[config.mk]
export PLATFORM = sky130hd
export DESIGN_NAME = execute_stage_flat
export DESIGN_NICKNAME = d
export VERILOG_FILES = /design/src/rtl/execute_stage_if.sv /design/src/rtl/execute_stage.sv /design/src/flat_wrapper.sv
export SDC_FILE = /design/constraint.sdc
export NUM_CORES = 1
export LEC_CHECK = 0
export CAP_MARGIN = 20
export CORE_ASPECT_RATIO = 1.75
export CORE_MARGIN = 5
export CORE_UTILIZATION = 50
export DETAILED_ROUTE_END_ITERATION = 10
export HOLD_SLACK_MARGIN = 0.05
export PLACE_DENSITY = 0.72
export SYNTH_ARGS = -nofsm -noshare
export SYNTH_HDL_FRONTEND = slang
export SYNTH_SLANG_ARGS = --single-unit
[constraint.sdc]
create_clock -name clk -period 3.17 [get_ports clk]
set_clock_uncertainty 0.1 [all_clocks]
set_input_delay 0.317 -clock clk [delete_from_list [all_inputs] [get_ports clk]]
set_output_delay 0.317 -clock clk [all_outputs]
set_load 0.01 [all_outputs]
[src/rtl/execute_stage_if.sv]
// ID -> EX -> MEM connection for the 16-bit MIPS execute stage: decoded operands and
// control arrive from ID; stall goes back to ID; the registered EX/MEM outputs go on to the memory stage.
interface execute_stage_if #(
   parameter int WIDTH = 16
);
   logic             in_valid;
   logic [WIDTH-1:0] A;
   logic [WIDTH-1:0] B;
   logic [WIDTH-1:0] imm;
   logic             imm_sel;
   logic [3:0]       alu_op;
   logic             mem_rw_id;
   logic             mem_en_id;
   logic             mem_mux_sel_id;
   logic             wb_en_id;
   logic [2:0]       rd_id;
   logic             flush;
   logic             stall;
   logic [WIDTH-1:0] ans_ex;
   logic [WIDTH-1:0] DM_data;
   logic             mem_rw_ex;
   logic             mem_en_ex;
   logic             mem_mux_sel_dm;
   logic             wb_en_ex;
   logic [2:0]       rd_ex;

   modport master (
      output in_valid, A, B, imm, imm_sel, alu_op, mem_rw_id, mem_en_id,
             mem_mux_sel_id, wb_en_id, rd_id, flush,
      input  stall, ans_ex, DM_data, mem_rw_ex, mem_en_ex, mem_mux_sel_dm,
             wb_en_ex, rd_ex
   );

   modport slave (
      input  in_valid, A, B, imm, imm_sel, alu_op, mem_rw_id, mem_en_id,
             mem_mux_sel_id, wb_en_id, rd_id, flush,
      output stall, ans_ex, DM_data, mem_rw_ex, mem_en_ex, mem_mux_sel_dm,
             wb_en_ex, rd_ex
   );
endinterface

[src/rtl/execute_stage.sv]
// EX stage of the 16-bit MIPS pipeline: single-cycle ALU plus an iterative 16-step shift-add multiplier.
// Define EXEC_DIV_EN to add the unsigned restoring divider (alu_op 12 = quotient, 13 = remainder).
module execute_stage #(
   parameter int WIDTH      = 16,
   parameter int MUL_CYCLES = 16
) (
   input logic          clk,
   input logic          reset,
   execute_stage_if.slave ex
);
   localparam int CNT_W = $clog2(MUL_CYCLES);

   localparam logic [3:0] OP_ADD  = 4'd0;
   localparam logic [3:0] OP_SUB  = 4'd1;
   localparam logic [3:0] OP_AND  = 4'd2;
   localparam logic [3:0] OP_OR   = 4'd3;
   localparam logic [3:0] OP_XOR  = 4'd4;
   localparam logic [3:0] OP_NOR  = 4'd5;
   localparam logic [3:0] OP_SLL  = 4'd6;
   localparam logic [3:0] OP_SRL  = 4'd7;
   localparam logic [3:0] OP_SRA  = 4'd8;
   localparam logic [3:0] OP_SLT  = 4'd9;
   localparam logic [3:0] OP_SLTU = 4'd10;
   localparam logic [3:0] OP_MUL  = 4'd11;
`ifdef EXEC_DIV_EN
   localparam logic [3:0] OP_DIVQ = 4'd12;
   localparam logic [3:0] OP_DIVR = 4'd13;
`endif

   typedef enum logic [1:0] {
      S_IDLE,
      S_MUL,
`ifdef EXEC_DIV_EN
      S_DIV,
`endif
      S_DONE
   } state_t;

   state_t           state_p0, state_nx;
   logic [CNT_W-1:0] cnt_p0;
   logic [WIDTH-1:0] acc_p0, mcand_p0, mplier_p0, cap_b_p0;
   logic             cap_rw_p0, cap_en_p0, cap_sel_p0, cap_wb_p0;
   logic [2:0]       cap_rd_p0;
   logic [WIDTH-1:0] ans_p1, dm_p1;
   logic             rw_p1, en_p1, sel_p1, wb_p1;
   logic [2:0]       rd_p1;
   logic [WIDTH-1:0] op2, alu_res, done_res;
   logic             issue, stall_c, last_iter;
`ifdef EXEC_DIV_EN
   logic             cap_div_p0, cap_rem_p0;
   logic [WIDTH:0]   trial, diff;
`endif

   function automatic logic [WIDTH-1:0] alu_f(input logic [3:0] op,
                                              input logic [WIDTH-1:0] a,
                                              input logic [WIDTH-1:0] b);
      logic signed [WIDTH-1:0] sa, sb;
      logic [3:0]              sh;
      sa = a;
      sb = b;
      sh = b[3:0];
      case (op)
         OP_ADD:  alu_f = a + b;
         OP_SUB:  alu_f = a - b;
         OP_AND:  alu_f = a & b;
         OP_OR:   alu_f = a | b;
         OP_XOR:  alu_f = a ^ b;
         OP_NOR:  alu_f = ~(a | b);
         OP_SLL:  alu_f = a << sh;
         OP_SRL:  alu_f = a >> sh;
         OP_SRA:  alu_f = sa >>> sh;
         OP_SLT:  alu_f = {{(WIDTH-1){1'b0}}, (sa < sb)};
         OP_SLTU: alu_f = {{(WIDTH-1){1'b0}}, (a < b)};
         default: alu_f = '0;
      endcase
   endfunction

   assign op2       = ex.imm_sel ? ex.imm : ex.B;
   assign alu_res   = alu_f(ex.alu_op, ex.A, op2);
   assign last_iter = (cnt_p0 == CNT_W'(MUL_CYCLES - 1));
   assign ex.stall  = stall_c & reset;

`ifdef EXEC_DIV_EN
   // Restoring divide: the dividend shifts out of mcand's MSB while quotient bits shift in at the LSB.
   assign trial    = {acc_p0, mcand_p0[WIDTH-1]};
   assign diff     = trial - {1'b0, mplier_p0};
   assign done_res = cap_div_p0 ? (cap_rem_p0 ? acc_p0 : mcand_p0) : acc_p0;
`else
   assign done_res = acc_p0;
`endif

   always_ff @(posedge clk or negedge reset) begin
      if (!reset) state_p0 <= S_IDLE;
      else        state_p0 <= state_nx;
   end

   always_comb begin
      state_nx = state_p0;
      stall_c  = 1'b0;
      issue    = 1'b0;
      case (state_p0)
         S_IDLE: begin
            if (ex.in_valid && ex.alu_op == OP_MUL) begin
               issue    = 1'b1;
               stall_c  = 1'b1;
               state_nx = S_MUL;
            end
`ifdef EXEC_DIV_EN
            else if (ex.in_valid && (ex.alu_op == OP_DIVQ || ex.alu_op == OP_DIVR)) begin
               issue    = 1'b1;
               stall_c  = 1'b1;
               state_nx = S_DIV;
            end
`endif
         end
         S_MUL: begin
            stall_c = 1'b1;
            if (last_iter) state_nx = S_DONE;
         end
`ifdef EXEC_DIV_EN
         S_DIV: begin
            stall_c = 1'b1;
            if (last_iter) state_nx = S_DONE;
         end
`endif
         S_DONE:  state_nx = S_IDLE;
         default: state_nx = S_IDLE;
      endcase
      // Flush wins over everything, including a same-cycle issue.
      if (ex.flush) begin
         state_nx = S_IDLE;
         stall_c  = 1'b0;
         issue    = 1'b0;
      end
   end

   always_ff @(posedge clk or negedge reset) begin
      if (!reset) cnt_p0 <= '0;
      else if (issue) cnt_p0 <= '0;
      else if (state_p0 != S_IDLE && state_p0 != S_DONE) cnt_p0 <= cnt_p0 + 1'b1;
   end

   // Stage p0: operand capture and one multiply/divide iteration per clock.
   always_ff @(posedge clk) begin
      case (state_p0)
         S_IDLE: begin
            if (issue) begin
               acc_p0     <= '0;
               mcand_p0   <= ex.A;
               mplier_p0  <= op2;
               cap_b_p0   <= ex.B;
               cap_rw_p0  <= ex.mem_rw_id;
               cap_en_p0  <= ex.mem_en_id;
               cap_sel_p0 <= ex.mem_mux_sel_id;
               cap_wb_p0  <= ex.wb_en_id;
               cap_rd_p0  <= ex.rd_id;
`ifdef EXEC_DIV_EN
               cap_div_p0 <= (ex.alu_op != OP_MUL);
               cap_rem_p0 <= (ex.alu_op == OP_DIVR);
`endif
            end
         end
         S_MUL: begin
            acc_p0    <= acc_p0 + (mplier_p0[0] ? mcand_p0 : '0);
            mcand_p0  <= mcand_p0 << 1;
            mplier_p0 <= mplier_p0 >> 1;
         end
`ifdef EXEC_DIV_EN
         S_DIV: begin
            if (!diff[WIDTH]) begin
               acc_p0   <= diff[WIDTH-1:0];
               mcand_p0 <= {mcand_p0[WIDTH-2:0], 1'b1};
            end else begin
               acc_p0   <= trial[WIDTH-1:0];
               mcand_p0 <= {mcand_p0[WIDTH-2:0], 1'b0};
            end
         end
`endif
         default: ;
      endcase
   end

   // Stage p1: EX/MEM pipeline register; any cycle without a result loads a bubble.
   always_ff @(posedge clk or negedge reset) begin
      if (!reset) begin
         ans_p1 <= '0;
         dm_p1  <= '0;
         rd_p1  <= '0;
         rw_p1  <= 1'b0;
         en_p1  <= 1'b0;
         sel_p1 <= 1'b0;
         wb_p1  <= 1'b0;
      end else begin
         rw_p1  <= 1'b0;
         en_p1  <= 1'b0;
         sel_p1 <= 1'b0;
         wb_p1  <= 1'b0;
         if (!ex.flush) begin
            if (state_p0 == S_IDLE && ex.in_valid && !issue) begin
               ans_p1 <= alu_res;
               dm_p1  <= ex.B;
               rd_p1  <= ex.rd_id;
               rw_p1  <= ex.mem_rw_id;
               en_p1  <= ex.mem_en_id;
               sel_p1 <= ex.mem_mux_sel_id;
               wb_p1  <= ex.wb_en_id;
            end else if (state_p0 == S_DONE) begin
               ans_p1 <= done_res;
               dm_p1  <= cap_b_p0;
               rd_p1  <= cap_rd_p0;
               rw_p1  <= cap_rw_p0;
               en_p1  <= cap_en_p0;
               sel_p1 <= cap_sel_p0;
               wb_p1  <= cap_wb_p0;
            end
         end
      end
   end

   assign ex.ans_ex         = ans_p1;
   assign ex.DM_data        = dm_p1;
   assign ex.rd_ex          = rd_p1;
   assign ex.mem_rw_ex      = rw_p1;
   assign ex.mem_en_ex      = en_p1;
   assign ex.mem_mux_sel_dm = sel_p1;
   assign ex.wb_en_ex       = wb_p1;
endmodule
[src/flat_wrapper.sv]
// flat-port wrapper written by rule: the top's interface ports become plain ports
module execute_stage_flat 
#(
   parameter int WIDTH      = 16,
   parameter int MUL_CYCLES = 16
)
  (clk, reset, ex_in_valid, ex_A, ex_B, ex_imm, ex_imm_sel, ex_alu_op, ex_mem_rw_id, ex_mem_en_id, ex_mem_mux_sel_id, ex_wb_en_id, ex_rd_id, ex_flush, ex_stall, ex_ans_ex, ex_DM_data, ex_mem_rw_ex, ex_mem_en_ex, ex_mem_mux_sel_dm, ex_wb_en_ex, ex_rd_ex);
  execute_stage_if #(.WIDTH(WIDTH)) ex_i ();
  input logic clk;
  input logic reset;
  input wire logic [$bits(ex_i.in_valid)-1:0] ex_in_valid;
  input wire logic [$bits(ex_i.A)-1:0] ex_A;
  input wire logic [$bits(ex_i.B)-1:0] ex_B;
  input wire logic [$bits(ex_i.imm)-1:0] ex_imm;
  input wire logic [$bits(ex_i.imm_sel)-1:0] ex_imm_sel;
  input wire logic [$bits(ex_i.alu_op)-1:0] ex_alu_op;
  input wire logic [$bits(ex_i.mem_rw_id)-1:0] ex_mem_rw_id;
  input wire logic [$bits(ex_i.mem_en_id)-1:0] ex_mem_en_id;
  input wire logic [$bits(ex_i.mem_mux_sel_id)-1:0] ex_mem_mux_sel_id;
  input wire logic [$bits(ex_i.wb_en_id)-1:0] ex_wb_en_id;
  input wire logic [$bits(ex_i.rd_id)-1:0] ex_rd_id;
  input wire logic [$bits(ex_i.flush)-1:0] ex_flush;
  output wire logic [$bits(ex_i.stall)-1:0] ex_stall;
  output wire logic [$bits(ex_i.ans_ex)-1:0] ex_ans_ex;
  output wire logic [$bits(ex_i.DM_data)-1:0] ex_DM_data;
  output wire logic [$bits(ex_i.mem_rw_ex)-1:0] ex_mem_rw_ex;
  output wire logic [$bits(ex_i.mem_en_ex)-1:0] ex_mem_en_ex;
  output wire logic [$bits(ex_i.mem_mux_sel_dm)-1:0] ex_mem_mux_sel_dm;
  output wire logic [$bits(ex_i.wb_en_ex)-1:0] ex_wb_en_ex;
  output wire logic [$bits(ex_i.rd_ex)-1:0] ex_rd_ex;
  assign ex_i.in_valid = ex_in_valid;
  assign ex_i.A = ex_A;
  assign ex_i.B = ex_B;
  assign ex_i.imm = ex_imm;
  assign ex_i.imm_sel = ex_imm_sel;
  assign ex_i.alu_op = ex_alu_op;
  assign ex_i.mem_rw_id = ex_mem_rw_id;
  assign ex_i.mem_en_id = ex_mem_en_id;
  assign ex_i.mem_mux_sel_id = ex_mem_mux_sel_id;
  assign ex_i.wb_en_id = ex_wb_en_id;
  assign ex_i.rd_id = ex_rd_id;
  assign ex_i.flush = ex_flush;
  assign ex_stall = ex_i.stall;
  assign ex_ans_ex = ex_i.ans_ex;
  assign ex_DM_data = ex_i.DM_data;
  assign ex_mem_rw_ex = ex_i.mem_rw_ex;
  assign ex_mem_en_ex = ex_i.mem_en_ex;
  assign ex_mem_mux_sel_dm = ex_i.mem_mux_sel_dm;
  assign ex_wb_en_ex = ex_i.wb_en_ex;
  assign ex_rd_ex = ex_i.rd_ex;
  execute_stage #(.WIDTH(WIDTH), .MUL_CYCLES(MUL_CYCLES)) u_core (.clk(clk), .reset(reset), .ex(ex_i));
endmodule
# --- Word level (Yosys, flattened, before mapping) ---
# Cells that the tools add are included.
classes:
  addsub: 4
  mul: 0
  div_mod_pow: 0
  n_lt_le_gt_ge: 2
  eq_ne: 18
  shift: 3
  n_mux: 38
  bitwise: 6
  reduce_logical: 15
ops:
  columns: ["operator", "count"]
  rows:
  - ["$pmux W16 S11", 1]
  - ["$mux W16", 9]
  - ["$pmux W16 S2", 3]
  - ["$add A16 B16 Y16", 2]
  - ["$lt A16 B16 Y1", 2]
  - ["$eq A4 B4 Y1 const B", 5]
  - ["$and A16 B16 Y16", 1]
  - ["$eq A4 B3 Y1 const B", 4]
  - ["$mux W1", 16]
  - ["$not A16 Y16", 1]
  - ["$or A16 B16 Y16", 1]
  - ["$shl A16 B4 Y16", 1]
  - ["$shr A16 B4 Y16", 1]
  - ["$sshr A16 B4 Y16", 1]
  - ["$sub A16 B16 Y16", 1]
  - ["$xor A16 B16 Y16", 1]
  - ["$eq A4 B2 Y1 const B", 2]
  - ["$mux W4", 2]
  - ["$reduce_and A2 Y1", 4]
  - ["$reduce_bool A2 Y1", 4]
  - ["$mux W2", 3]
  - ["$mux W3", 2]
  - ["$ne A3 B2 Y1 const B", 2]
  - ["$add A4 B1 Y4 const B", 1]
  - ["13 further kinds", 16]
totals:
  register_bits: 116
  latch_bits: 0
  ramBits: 0
  mem_bits_ro: 0
  inputBits: 64
  word_cells: 104
  n_memories: 0

# --- Logic depth before layout (Yosys ltp) ---
# Gate-level depths: netlist of the first run.
logic_depth:
  word_depth: 9
  depth_mapped: 15
  ltp_nobuf: 12

# --- Worst setup path after synthesis of the first run ---
# No wires, ideal clock.
synth_path:
  kind: "input port to flip-flop"
  from: "input port ex_imm_sel"
  to: "register u_core.ans_p1[13] (netlist: u_core.ex.ans_ex[13])"
  setup_ns: 0.135
  arrival_ns: 3.477
  t_required_ns: 2.935
  path_slack_ns: -0.542
  path_stages: 13
  path_buffers: 4
  cell_sequence: "buf_4 clkbuf_1 clkbuf_1 mux2i_1 ha_1 clkbuf_1 a21oi_1 o31ai_1 or3_1 o21ai_0 mux2i_1 a221oi_1 a32oi_1"
synth_between:
  elab_chain_len: 5
  word_cells_on_any_way: 12
synth_rtl:
  columns: ["element", "line_no", "rtl"]
  rows:
  - ["start: declaration", "flat_wrapper.sv:15", "input wire logic [$bits(ex_i.imm_sel)-1:0] ex_imm_sel;"]
  - ["$mux W16 *", "execute_stage.sv:78", "assign op2 = ex.imm_sel ? ex.imm : ex.B;"]
  - ["parallel branches: the longest is 2 deep, another holds $sub A16 B16 Y16", null, null]
  - ["$pmux W16 S11 *", "execute_stage.sv:62", "case (op)"]
  - ["$mux W16 *", "execute_stage.sv:199", "if (state_p0 == S_IDLE && ex.in_valid && !issue) begin"]
  - ["end signal: assignment", "execute_stage.sv:200", "ans_p1 <= alu_res;"]
  - ["end signal: assignment", "execute_stage.sv:208", "ans_p1 <= done_res;"]
  - ["end: declaration", "execute_stage.sv:44", "logic [WIDTH-1:0] ans_p1, dm_p1;"]
# Mark *: on every way between the ends.
# A chain may end at the register's enable or synchronous reset.

# --- Final worst setup path of the first run ---
layout_path:
  from: "input port ex_imm_sel"
  to: "register u_core.ans_p1[10] (netlist: u_core.ex.ans_ex[10])"
# The elaborated chain is that of the path after synthesis.

==> results of run 1 <==
## cell type report
| class | count | area (um^2) |
|---|---|---|
| Multi-Input combinational cell | 919 | 6240 |
| Fill cell | 1584 | 5980 |
| Sequential cell | 116 | 3260 |
| Timing Repair Buffer | 358 | 3000 |
| Clock buffer | 20 | 447 |
| Tap cell | 245 | 307 |
| Inverter | 59 | 221 |
| Clock inverter | 11 | 111 |
## through the flow
stage               TNS, ps  util [%]  instances
global route              0      69.5       1728
detailed placement    -7640      66.0       1694
floorplan                 0         -       1179
finish                    0      69.5       1728
global placement      -6590      66.0       1694
CTS                       0      69.2       1726
## registers in the layout, indices dropped and copies added (netlist names), 2 cells and up
register and flops:
u_core.cap_rd_p0 3, u_core.state_p0 2, u_core.ex.ans_ex 16, u_core.ex.DM_data 16
u_core.ex.rd_ex 3, u_core.cnt_p0 4, u_core.mcand_p0 16, u_core.acc_p0 16
u_core.mplier_p0 16, u_core.cap_b_p0 16
## worst max-delay path, cell delays in order
cell,delay [ps]
clkdlybuf4s15_1,260
mux2i_4,300
inv_2,90
ha_4,170
fa_2,380
a211o_1,320
a2111oi_4,500
o31a_1,230
buf_4,120
xnor2_1,50
nand2_1,80
nand4_1,150
a221o_1,330
## where the power goes
part / leakage (nW) / internal, mW / switching, mW / total, mW
registers: 1.19 / 1.73 / 0.0827 / 1.81
logic: 4.39 / 0.905 / 1.06 / 1.96
clock network: 0.269 / 1.16 / 0.688 / 1.85
total: 5.85 / 3.79 / 1.83 / 5.62
## path summary, 6_finish.rpt
kind | endpoint | slack (ps) | depth (start not counted)
max | u_core.ex.ans_ex[10] | 50 | 13
min | u_core.cap_b_p0[0] | 210 | 2
max reg2reg | u_core.acc_p0[15] | 160 | 9
min reg2reg | u_core.ex.ans_ex[2] | 420 | 2
max in group asynchronous | u_core.ex.ans_ex[0] | 2070 | 3
min in group asynchronous | u_core.ex.ans_ex[14] | 470 | 3
## cell usage in the layout (no fill, tap or decap), types with 12 or more instances in the layout
cell type	count
nand2_1	122
a21o_1	15
buf_4	249
o21ai_0	70
xor2_1	12
nor2_1	130
ha_1	67
clkbuf_16	17
nand3_1	24
nor2b_1	15
edfxtp_1	71
a31oi_1	31
and2_1	19
nand2b_1	16
a21oi_1	80
clkdlybuf4s50_1	99
a211oi_1	20
inv_1	57
mux2i_1	58
dfrtp_1	45
nor3_1	31
a221oi_1	15
## metal layers
layer / global-route usage (%) / up-vias / part of all wire, %
li1: - / 4904 / -
met1: 41.7 / 5271 / 34
met2: 64.0 / 651 / 50
met3: 5.68 / 181 / 7.4
met4: 25.3 / 0 / 8.3
met5: 0 / - / 0
## what timing repair did
action | 4_1_cts | 5_1_grt
setup endpoints to repair | 8 | 6
gates cloned | 0 | 0
endpoints found under the hold margin | 45 | 0
setup buffers | 0 | 2
hold buffers | 1 | 0
pin swaps | 4 | 7
resized for setup | 15 | 7
## cells by family (layout without fill, tap and decap cells)
logic type      after synthesis  in the layout  share of synthesized area (%)
buf+inv                     144            448                           5.71
simple gates                411            411                           19.2
fa+ha+maj                    73             73                           9.47
mux                          74             74                           8.18
flops                       116            116                           33.0
compound gates              342            342                           22.8
xor+xnor                     19             19                           1.68
==> impl_results.md, run 1 <==
- Unique masters post-synth: 73
- Avg Cell Area, Syn: 8.38 um^2
- Post-DP HPWL: 33.7 mm
- Via count: 11000
- Avg Vias per Cell: 6.37
- Yosys reg bits: 116
- Dominant cells by area after synthesis: edfxtp_1, dfrtp_1, ha_1
- Min-delay src: ex_B[0]
- DRT antenna net count: 0
- Sink Count: 116
- IO Port Bufs: 103
- Most instantiated library cell after synthesis: nor2_1
- Final Slew Violations: 0
- FP Rows: 68
- DRT Pass-1 Iters: 7
- DIE AREA: 22800 um^2
- Synth Net Count: 1316
- GRT Total Usage: 37.4%
- CTS Buffer Depth: 2
- Boundary pin count: 104
- Worst-margin pin slew: 655 ps
- Routed WL per cell: 24.7 um
- RSZ-0062 raised after global routing: no
- Initial antenna violation count: 0
- Area delta synth->final: 37.5%
- Share of cells above drive strength 1: 21.9%
- Chip Height: 196 um
- Asr flop ratio synth: 38.8%
- Hold_ws: 206 ps
- Diode count: 0
- Die span in x: 116 um
- Final setup viols: 0
- Setup crit end kind: flip-flop
- CTS HTree Levels: 4
- VDD IR max: 452 uV
- CTS tree: done
- Class of the most critical hold timing path: input port to flip-flop
- Maxcap violations: 0
- RePlAce Congestion: 1.04
- Post-Syn Instances: 1179
- Cell area after layout: 13600 um^2
- Post-synth top area share: 21.6%
- Root Buffer Master: clkbuf_16
- Power per cell area: 414 nW/um^2
- Setup slack after layout: 54.5 ps
- Yosys warning total: 0
- First-pass GRT wire length: 63.6 mm
- Seq/Total Area, Yosys: 33.0%
- FMAX: 321 MHz
- Hold Vio Cnt, Final: 0
- Worst r2r src: u_core.mplier_p0[0]
- Setup WS pre-CTS: -780 ps
- Commonest cells post-synth: nor2_1, nand2_1, a21oi_1
- Top_reg_cell synth: edfxtp_1
- Largest net degree at the start of global routing: 47
- Final worst-path cycle share: 98.3%
- Clk Latency, worst-skew pair: 420 ps
- Clock-pin slew on the worst setup and hold paths: 50 ps
- Lkg Pwr: 5.85 nW
- Final Critical Period: 3120 ps
- CP startpoint kind: input port
- Placed Area: 12900 um^2
- Worst Path Required: 3370 ps
- CP Class: input port to flip-flop
- Power consumption: 5.62 mW
- Worst setup startpoint: ex_imm_sel
- GR Overflow Total: 0
- DRT iter0 DRCs: 1321
- Outcome: complete, no violations
- CP Max Fanout: 3
- Nets: 1608
- Via count of the first global-routing pass: 11000
- Initial Util: 50.5%
- Total wire length: 42.6 mm
- Syn Std Cell Area: 9880 um^2
- CP arrival: 3310 ps
- DRC: 0
- EDFF count, synth: 71
- Post-synth top area cell: edfxtp_1
- Slew HR: 56.3%
- Number of buffers created by CTS: 17
- Area of the core: 19600 um^2
(Power assumes the default switching activity.)
==> run 2: changes to the inputs <==
ABC_AREA = 0   (was not set)
RECOVER_POWER = 100   (was not set)
SKIP_CTS_REPAIR_TIMING = 1   (was not set)
==> impl_results.md, run 2 (synthesis results as in run 1) <==
- Area delta synth->final: 36.8%
- Total wire length: 42.6 mm
- DRT Pass-1 Iters: 6
- Routing usage on met2: 63.9%
- CP startpoint kind: input port
- CP Max Fanout: 3
- Min-delay src: ex_B[0]
- Number of buffers created by CTS: 17
- FMAX: 322 MHz
- Final worst-path cycle share: 98.0%
- Most common cell after layout, fill and taps aside: buf_4
- FP Rows: 68
- GR Overflow Total: 0
- Reg-to-reg endpoint: u_core.acc_p0[15]
- CTS HTree Levels: 4
- Combinational fraction of design power: 34.4%
- Grt met3 use: 5.52%
- IO Port Bufs: 103
- Net Sw Power: 1.82 mW
- CP max stage delay: 590 ps
- Share of cells above drive strength 1: 21.4%
- Area of the core: 19600 um^2
- Die span in x: 116 um
- Outcome: finished, violations left
- Maxcap violations: 1
- Sink Count: 116
- Met1 global-route usage: 41.2%
- Boundary pin count: 104
- Critical path's top delay family: compound AO/OA/AOI/OAI gates
- Chip Height: 196 um
- Slew HR: -5.12%
- CP arrival: 3300 ps
- Worst-margin pin slew: 1580 ps
- DRT antenna net count: 0
- R2r setup slk: 170 ps
- First-pass GRT wire length: 63.4 mm
- Critical path buffer and inverter count: 4
- Final Critical Period: 3110 ps
- Clk Latency, worst-skew pair: 420 ps
- Worst Path Required: 3360 ps
- Slowest cell on the critical path: dlygate4sd3_1
- RSZ-0062 raised after global routing: no
- Hold Path Sink: u_core.cap_b_p0[0]
- Failing checks: capacitance limit, slew limit
- Gr busiest metal: met2
- Worst r2r src: u_core.mplier_p0[0]
- Setup crit end kind: flip-flop
- Avg Vias per Cell: 6.39
- Root Buffer Master: clkbuf_16
- Sequential power share: 32.4%
- Initial Util: 50.5%
- Nets: 1608
- Via count of the first global-routing pass: 11000
- Clock-pin slew on the worst setup and hold paths: 50 ps
- Hold depth: 2
- Clk pwr share: 33.2%
- Aggregate negative setup slack: 0 ps
- Power consumption: 5.58 mW
- Post-DP HPWL: 33.7 mm
- CP Class: input port to flip-flop
- DRC: 0
- Most frequent cells in the layout: buf_4, nor2_1, nand2_1
- Net Sw Frac: 32.7%
- Internal Pwr Total: 3.75 mW
- Via count: 11000
- DRT iter0 DRCs: 1336
- CP dominant cell by count: buf_4
- CTS Buffer Depth: 2
- CP Cell Sequence: dlygate4sd3_1 > mux2i_4 > buf_4 > inv_1 > ha_1 > a211o_1 > a2111oi_4 > o31a_1 > buf_4 > xnor2_1 > nand2_1 > nand4_1 > a221o_1
- DIE AREA: 22800 um^2
- RePlAce Congestion: 1.04
- Class of the most critical hold timing path: input port to flip-flop
- Diode count: 0
- Lkg Pwr: 5.86 nW
- CTS tree: done
- Largest net degree at the start of global routing: 47
- Initial antenna violation count: 0
- Hold Vio Cnt, Final: 0
- GRT Total Usage: 37.2%
- Power per cell area: 413 nW/um^2
- VDD IR max: 447 uV
- Final setup viols: 0
- Final Slew Violations: 39
- Reg2reg path depth: 9
- Routed WL per cell: 24.6 um
run 2: metrics by stage:
step	hold WS (ps)	cell area (um^2)	worst slack [ps]	utilization [%]	instances
finish	353	13500	61.9	69.1	1728
global route	362	13500	37.3	69.1	1728
CTS	-66.9	13500	-355	68.9	1725
detailed placement	376	12900	-780	66.0	1694
global placement	370	12900	-735	66.0	1694
floorplan	-78.6	9990	2.07	-	1179
run 2: worst register-to-register path: stages, from the launching register on:
cell and delay, ps:
edfxtp_1 420, buf_4 210, and2_0 150, ha_1 290, a21oi_1 220, o21ai_0 220, a311o_1 480, a221oi_2 390
a211oi_1 130, a21o_1 160
run 2: metal layers:
| layer | vias to the layer above | share of wire (%) |
|---|---|---|
| met5 | - | 0 |
| met4 | 0 | 9.0 |
| met3 | 215 | 7.4 |
| met2 | 668 | 50 |
| met1 | 5237 | 34 |
| li1 | 4919 | - |
run 2: cell type report:
cell class / instances / area (um^2)
Inverter: 59 / 221
Multi-Input combinational cell: 919 / 6210
Clock inverter: 11 / 111
Clock buffer: 20 / 447
Fill cell: 1605 / 6050
Tap cell: 245 / 307
Sequential cell: 116 / 3260
Timing Repair Buffer: 358 / 2960
run 2: power by group through the flow:
| stage | Sequential [mW] | Combinational [mW] | Clock [mW] |
|---|---|---|---|
| after global placement | 1.83 | 1.87 | 0 |
| after detailed placement | 1.84 | 1.89 | 0 |
| after global routing | 1.82 | 2.05 | 1.93 |
| after CTS | 1.81 | 1.90 | 1.85 |
| final | 1.81 | 1.92 | 1.85 |
| after floorplan | 1.85 | 0.886 | 0 |
run 2: worst max-delay path by stage:
stage               slack (ps)                   end  depth (start not counted)          from
finish                      60  u_core.ex.ans_ex[10]                         13       ex_B[2]
global route                40    u_core.cap_b_p0[0]                          6  ex_alu_op[3]
CTS                       -350  u_core.ex.ans_ex[12]                         11    ex_imm_sel
detailed placement        -780  u_core.ex.ans_ex[12]                         11    ex_imm_sel
global placement          -740  u_core.ex.ans_ex[12]                         11    ex_imm_sel
floorplan                    2  u_core.ex.ans_ex[10]                         14    ex_imm_sel
